--- config.mk ---
export PLATFORM = sky130hd
export DESIGN_NAME = display_scan_capture
export DESIGN_NICKNAME = d
export VERILOG_FILES = /design/src/rtl/display_scan_pkg.sv /design/src/rtl/seg7_to_bcd.sv /design/src/rtl/display_scan_capture.sv
export SDC_FILE = /design/constraint.sdc
export NUM_CORES = 1
export LEC_CHECK = 0
export BUFFER_PORTS_ARGS = -buffer_cell sky130_fd_sc_hd__buf_2
export CAP_MARGIN = 20
export CORE_AREA = 2 2 122 124
export CTS_CLUSTER_DIAMETER = 100
export CTS_CLUSTER_SIZE = 25
export DETAILED_ROUTE_END_ITERATION = 16
export DIE_AREA = 0 0 124 126
export PLACE_DENSITY = 0.54
export SLEW_MARGIN = 20
export SYNTH_ARGS = -nofsm -noshare
export SYNTH_HDL_FRONTEND = slang
export SYNTH_SLANG_ARGS = --single-unit
--- constraint.sdc ---
create_clock -name clk -period 7.45 [get_ports clk]
set_clock_uncertainty 0.05 [all_clocks]
set_input_delay 1.1175 -clock clk [delete_from_list [all_inputs] [get_ports clk]]
set_output_delay 1.1175 -clock clk [all_outputs]
set_load 0.005 [all_outputs]
--- src/rtl/display_scan_pkg.sv ---
// display_scan_pkg: segment codes, nibble markers and frame states shared by the scan capture
package display_scan_pkg;
  localparam logic [6:0] SEG_0     = 7'b0111111;
  localparam logic [6:0] SEG_1     = 7'b0000110;
  localparam logic [6:0] SEG_2     = 7'b1011011;
  localparam logic [6:0] SEG_3     = 7'b1001111;
  localparam logic [6:0] SEG_4     = 7'b1100110;
  localparam logic [6:0] SEG_5     = 7'b1101101;
  localparam logic [6:0] SEG_6     = 7'b1111101;
  localparam logic [6:0] SEG_6_ALT = 7'b1111100;
  localparam logic [6:0] SEG_7     = 7'b0000111;
  localparam logic [6:0] SEG_7_ALT = 7'b0100111;
  localparam logic [6:0] SEG_8     = 7'b1111111;
  localparam logic [6:0] SEG_9     = 7'b1101111;
  localparam logic [6:0] SEG_9_ALT = 7'b1100111;
  localparam logic [6:0] SEG_BLANK = 7'b0000000;
  localparam logic [3:0] NIB_BLANK = 4'hF;
  localparam logic [3:0] NIB_ERR   = 4'hE;
  typedef enum logic {HUNT, COLLECT} state_e;
endpackage

--- src/rtl/seg7_to_bcd.sv ---
// seg7_to_bcd: active-high {g..a} pattern to BCD nibble with blank and error flags
module seg7_to_bcd
  import display_scan_pkg::*;
(
  input  logic [6:0] pattern,
  output logic [3:0] nibble,
  output logic       blank,
  output logic       err
);
  always_comb begin
    nibble = NIB_ERR;
    blank = 1'b0;
    err = 1'b0;
    case (pattern)
      SEG_0: nibble = 4'd0;
      SEG_1: nibble = 4'd1;
      SEG_2: nibble = 4'd2;
      SEG_3: nibble = 4'd3;
      SEG_4: nibble = 4'd4;
      SEG_5: nibble = 4'd5;
      SEG_6, SEG_6_ALT: nibble = 4'd6;
      SEG_7, SEG_7_ALT: nibble = 4'd7;
      SEG_8: nibble = 4'd8;
      SEG_9, SEG_9_ALT: nibble = 4'd9;
      SEG_BLANK: begin
        nibble = NIB_BLANK;
        blank = 1'b1;
      end
      default: err = 1'b1;
    endcase
  end
endmodule

--- src/rtl/display_scan_capture.sv ---
// display_scan_capture: rebuilds the 4-digit frame shown on a multiplexed 7-segment bus
module display_scan_capture
  import display_scan_pkg::*;
#(
  parameter int STABLE_CYCLES  = 4,
  parameter int TIMEOUT_CYCLES = 1024,
  parameter bit SEG_ACTIVE_LOW = 1'b1,
  parameter bit DIG_ACTIVE_LOW = 1'b1
) (
  input  logic        clk,
  input  logic        rst_n,
  input  logic [6:0]  seg_i,
  input  logic [3:0]  dig_i,
  output logic [15:0] frame_o,
  output logic [3:0]  blank_o,
  output logic        frame_valid_o,
  output logic        frame_changed_o,
  output logic        pattern_err_o,
  output logic        seq_err_o
);
  localparam int TW = $clog2(TIMEOUT_CYCLES + 1);
  localparam logic [6:0] SEG_IDLE = {7{SEG_ACTIVE_LOW}};
  localparam logic [3:0] DIG_IDLE = {4{DIG_ACTIVE_LOW}};
  localparam logic [7:0] STABLE = 8'(STABLE_CYCLES);
  localparam logic [TW-1:0] TMO_LAST = TW'(TIMEOUT_CYCLES - 1);
  logic [6:0] seg_s1_q, seg_s1_d, seg_s2_q, seg_s2_d, pat_q, pat_d, seg_n;
  logic [3:0] dig_s1_q, dig_s1_d, dig_s2_q, dig_s2_d, dig_n;
  logic [7:0] cnt_q, cnt_d;
  logic [1:0] idx_q, idx_d, exp_idx_q, exp_idx_d, idx;
  logic armed_q, armed_d, ovl_q, ovl_d;
  state_e state_q, state_d;
  logic [TW-1:0] tmo_q, tmo_d;
  logic [15:0] shadow_nib_q, shadow_nib_d, frame_q, frame_d;
  logic [3:0] shadow_blank_q, shadow_blank_d, blank_q, blank_d;
  logic frame_valid_q, frame_valid_d, frame_changed_q, frame_changed_d;
  logic pattern_err_q, pattern_err_d, seq_err_q, seq_err_d;
  logic idle, one_hot, overlap, same, accept, store, seq_bad;
  logic [3:0] acc_nib;
  logic acc_blank, acc_err;
  seg7_to_bcd u_dec (
    .pattern(pat_q),
    .nibble (acc_nib),
    .blank  (acc_blank),
    .err    (acc_err)
  );
  always_comb begin
    seg_s1_d = seg_i;
    seg_s2_d = seg_s1_q;
    dig_s1_d = dig_i;
    dig_s2_d = dig_s1_q;
    seg_n = seg_s2_q ^ SEG_IDLE;
    dig_n = dig_s2_q ^ DIG_IDLE;
    idle = dig_n == 4'b0;
    one_hot = !idle && (dig_n & (dig_n - 4'd1)) == 4'b0;
    overlap = !idle && !one_hot;
    idx = dig_n[3] ? 2'd0 : dig_n[2] ? 2'd1 : dig_n[1] ? 2'd2 : 2'd3;
    // idx_q/pat_q hold the previous one-hot sample; cnt_q counts how long it has held
    accept = armed_q && cnt_q == STABLE;
    same = cnt_q != 8'd0 && idx == idx_q && seg_n == pat_q;
    cnt_d = !one_hot ? 8'd0 : !same ? 8'd1 : cnt_q == 8'hFF ? cnt_q : cnt_q + 8'd1;
    idx_d = one_hot ? idx : idx_q;
    pat_d = one_hot ? seg_n : pat_q;
    armed_d = idle || (one_hot && idx != idx_q) || (armed_q && !accept);
    ovl_d = overlap;
    state_d = state_q;
    exp_idx_d = exp_idx_q;
    tmo_d = '0;
    shadow_nib_d = shadow_nib_q;
    shadow_blank_d = shadow_blank_q;
    frame_d = frame_q;
    blank_d = blank_q;
    store = 1'b0;
    seq_bad = 1'b0;
    if (state_q == HUNT) begin
      if (accept && idx_q == 2'd0) begin
        store = 1'b1;
        exp_idx_d = 2'd1;
        state_d = COLLECT;
      end
    end else if (accept) begin
      if (idx_q == exp_idx_q) begin
        store = 1'b1;
        exp_idx_d = exp_idx_q + 2'd1;
      end else begin
        seq_bad = 1'b1;
        store = idx_q == 2'd0;
        exp_idx_d = 2'd1;
        state_d = idx_q == 2'd0 ? COLLECT : HUNT;
      end
    end else begin
      tmo_d = tmo_q + TW'(1);
      if (tmo_q == TMO_LAST) begin
        seq_bad = 1'b1;
        state_d = HUNT;
      end
    end
    if (store) begin
      shadow_nib_d[{~idx_q, 2'b00} +: 4] = acc_nib;
      shadow_blank_d[~idx_q] = acc_blank;
    end
    frame_valid_d = store && idx_q == 2'd3;
    frame_changed_d = frame_valid_d && shadow_nib_d != frame_q;
    if (frame_valid_d) begin
      frame_d = shadow_nib_d;
      blank_d = shadow_blank_d;
    end
    pattern_err_d = accept && acc_err;
    seq_err_d = seq_bad || (overlap && !ovl_q);
  end
  always_ff @(posedge clk) begin
    if (!rst_n) begin
      seg_s1_q <= SEG_IDLE;
      seg_s2_q <= SEG_IDLE;
      dig_s1_q <= DIG_IDLE;
      dig_s2_q <= DIG_IDLE;
      cnt_q <= '0;
      idx_q <= '0;
      pat_q <= '0;
      armed_q <= 1'b1;
      ovl_q <= 1'b0;
      state_q <= HUNT;
      exp_idx_q <= '0;
      tmo_q <= '0;
      shadow_nib_q <= 16'hFFFF;
      shadow_blank_q <= 4'b1111;
      frame_q <= 16'hFFFF;
      blank_q <= 4'b1111;
      frame_valid_q <= 1'b0;
      frame_changed_q <= 1'b0;
      pattern_err_q <= 1'b0;
      seq_err_q <= 1'b0;
    end else begin
      seg_s1_q <= seg_s1_d;
      seg_s2_q <= seg_s2_d;
      dig_s1_q <= dig_s1_d;
      dig_s2_q <= dig_s2_d;
      cnt_q <= cnt_d;
      idx_q <= idx_d;
      pat_q <= pat_d;
      armed_q <= armed_d;
      ovl_q <= ovl_d;
      state_q <= state_d;
      exp_idx_q <= exp_idx_d;
      tmo_q <= tmo_d;
      shadow_nib_q <= shadow_nib_d;
      shadow_blank_q <= shadow_blank_d;
      frame_q <= frame_d;
      blank_q <= blank_d;
      frame_valid_q <= frame_valid_d;
      frame_changed_q <= frame_changed_d;
      pattern_err_q <= pattern_err_d;
      seq_err_q <= seq_err_d;
    end
  end
  assign frame_o = frame_q;
  assign blank_o = blank_q;
  assign frame_valid_o = frame_valid_q;
  assign frame_changed_o = frame_changed_q;
  assign pattern_err_o = pattern_err_q;
  assign seq_err_o = seq_err_q;
endmodule
==> impl_metrics.toml <==
[timing]
hold_viol_final = 0
maxSlewHeadroom_pct = 30.0
setup_viol = 0
drv_slew = 0
setup_slack_ns = 3.73
period_share_pct = 50.0
rsz0062_at_grt = "false"
worst_slew_pin_slew_ns = 1.04
holdWs_ns = 0.359
fmax_ghz = 0.268
period_minus_slack_ns = 3.72
tns_ns = 0

[setup_path]
endpoint_kind = "flop"
r2r_setup_slack_ns = 3.73
critPathRequiredTime_ns = 7.61
path_cells = "xor2_1, o31ai_2, nand3_1, o31a_1, xnor2_1, or4_1, nor4_1, a311oi_1"
slowest_stage = "o31ai_2"
reg2reg_to = "frame_changed_o"
start_kind = "flop"
cp_max_fo = 16
cpPeakStageDelay_ns = 0.86
worstRegToRegCells = 8
rr_startpoint = "idx_q[0]"
path_class = "flop to flop"
worstPathArrival_ns = 3.88

[yosys]
syn_avg_cell_area_um2 = 8.71
synth.area.top_cells = "dfxtp_1 43%, nand2_1 4.9%, nor2_1 4.2%"
synth_fa_ha_area_share_pct = 2.21
synth_compound_area_share_pct = 17.9
ys.flop_type = "dfxtp_1"
synth_warnings = 0
synthCells = 519
synth_edf_count = 0
synth_top_family_by_area = "simple AND/OR/NAND/NOR gates"
synth-seq-cells = 98
synthSimpleGateAreaFrac_pct = 23.2
ys_seq_area_share_pct = 43.4
synth_xor_area_share_pct = 7.56
ys_types = 61
synth_top_cell_by_area = "dfxtp_1"
synthArstFlopShare_pct = 0
synth_nets = 540
synth_top_cell_area_share_pct = 43.4
muxShareOfSynthArea_pct = 1.13
syn_area_um2 = 4520

[finish]
syn_to_final_growth_pct = 13.1
final_layout_size_suffix_gt1_share_pct = 12.9
diodes = 0
n_fill_cell = 1472
final_nets = 557
final_cell_mix = "98 x dfxtp_1, 59 x nand2_1, 50 x nor2_1, 36 x buf_2"
final_common_cell = "dfxtp_1"
post-route-util_pct = 35.7

[clock_tree]
cts_made_buffers = 9
worst_skew_pair.late_latency_ns = 0.35
clkTransAtPathRegs_ns = 0.08
holdBufCountCts = 0
clkSinkCount = 98
cts_resized = 0
cts.htree.levels = 3
clockBufferDepth = 2
postCtsSetupBuffers = 0
root_buffer = "clkbuf_16"
cts_tree = "built"

[global_route]
antenna_found_initial = 0
grt_pass1_vias = 3527
grt.overflow.total = 0
grt_first_pass_wirelength_um = 17000
grt_max_degree = 66
grt_use_total_pct = 13.5

[placement]
dpl.hpwl_um = 7050
dp_slack_ns = 3.81
place.gp.congestion = 0.817
port-buffer-count = 36

[power]
ir_drop_v = 0.000113
power_mw = 1.11
power_leakage_nw = 2.07
p_per_area_nw_per_um2 = 217

[floorplan]
pin_count = 37
core_area_um2 = 14300
dieArea_um2 = 15600
die_y_um = 126
initial_utilization_pct = 31.6
num_rows = 44
die_w_um = 124

[drt]
postRouteAntennaNets = 0
routedWlPerCell_um = 13.6
drt_first_pass_iters = 4
drt-initial-drc-count = 224
viasPerCell = 5.01
vias = 3634
drt-total-wl_um = 9870
drc = 0

[worst_hold_path]
whs_endpoint = "seg_s2_q[6]"
min_delay_path_depth = 1
hp-start = "seg_s1_q[6]"
hold_path.class = "flop to flop"

[job]
max-cap-violations = 0

[outcome]
outcome = "completed"
-- worst max path at each step --
stage                     startpoint              end
after detailed placement    idx_q[0]  frame_changed_o
final                       idx_q[0]  frame_changed_o
after floorplan             idx_q[1]  frame_changed_o
after global routing        idx_q[0]  frame_changed_o
after CTS                   idx_q[0]  frame_changed_o
after global placement      idx_q[0]  frame_changed_o
-- cells by family after synthesis --
group                      after synthesis
AOI/OAI and AO/OA                      108
DFF                                     98
and+or+nand+nor                        210
xor gates and xnor gates                39
buffers and inverters                   51
adders and majority gates                8
muxes                                    5
-- cells in the mapped netlist, types with 5 or more instances --
cell	number
dfxtp_1	98
nand2_1	59
nor2_1	50
nand3_1	25
nand2b_1	24
clkbuf_1	21
o211ai_1	21
xnor2_1	21
inv_1	20
xor2_1	18
a21oi_1	16
o21ai_0	15
and3_1	12
a211oi_1	10
ha_1	8
buf_2	7
a31oi_1	6
nor3_1	6
or3_1	5
-- power breakdown --
part	total (mW)	leakage [nW]	switching [mW]	internal, mW
combinational	0.0880	1.12	0.0515	0.0365
clock	0.465	0.150	0.226	0.240
sequential	0.555	0.798	0.0208	0.534
total	1.11	2.07	0.298	0.811
-- worst max-delay path, delay by kind of cell, from the launching register on --
family,cells,cell delay [ns]
AOI/OAI and AO/OA,3,1.41
xor gates and xnor gates,2,0.29
DFF,1,0.59
and+or+nand+nor,3,1.25
-- per-layer routing --
layer	up-vias	GRT usage (%)	share of wire, %
met4	0	4.23	1.7
met1	1680	18.0	47
met5	-	0	0
li1	1864	-	-
met3	13	3.17	4.3
met2	77	21.8	47
-- layout make-up --
type                       count  area (um^2)  share of cell area (%)
multi-input combinational    370         2360                    46.1
tap                          184          230                    4.50
clock buffer                   9          225                    4.40
inverter                      20         75.1                    1.47
sequential                    98         1960                    38.4
clock inverter                 7         78.8                    1.54
timing repair buffer          37          188                    3.67
-- metrics by stage --
stage / std cells / cell area [um^2]
floorplan: 519 / 4520
global placement: 709 / 4810
detailed placement: 709 / 4810
CTS: 725 / 5110
global route: 725 / 5110
finish: 725 / 5110
-- registers in the layout (all words and copies together), names as in the netlist, 2 cells and up --
register        cells
dig_s1_q            4
pat_q               7
shadow_nib_q       16
exp_idx_q           2
shadow_blank_q      3
tmo_q              11
seg_s2_q            7
idx_q               2
seg_s1_q            7
frame_o            16
dig_s2_q            4
cnt_q               8
blank_o             4
No activity file was read; power rests on OpenSTA's default activity.
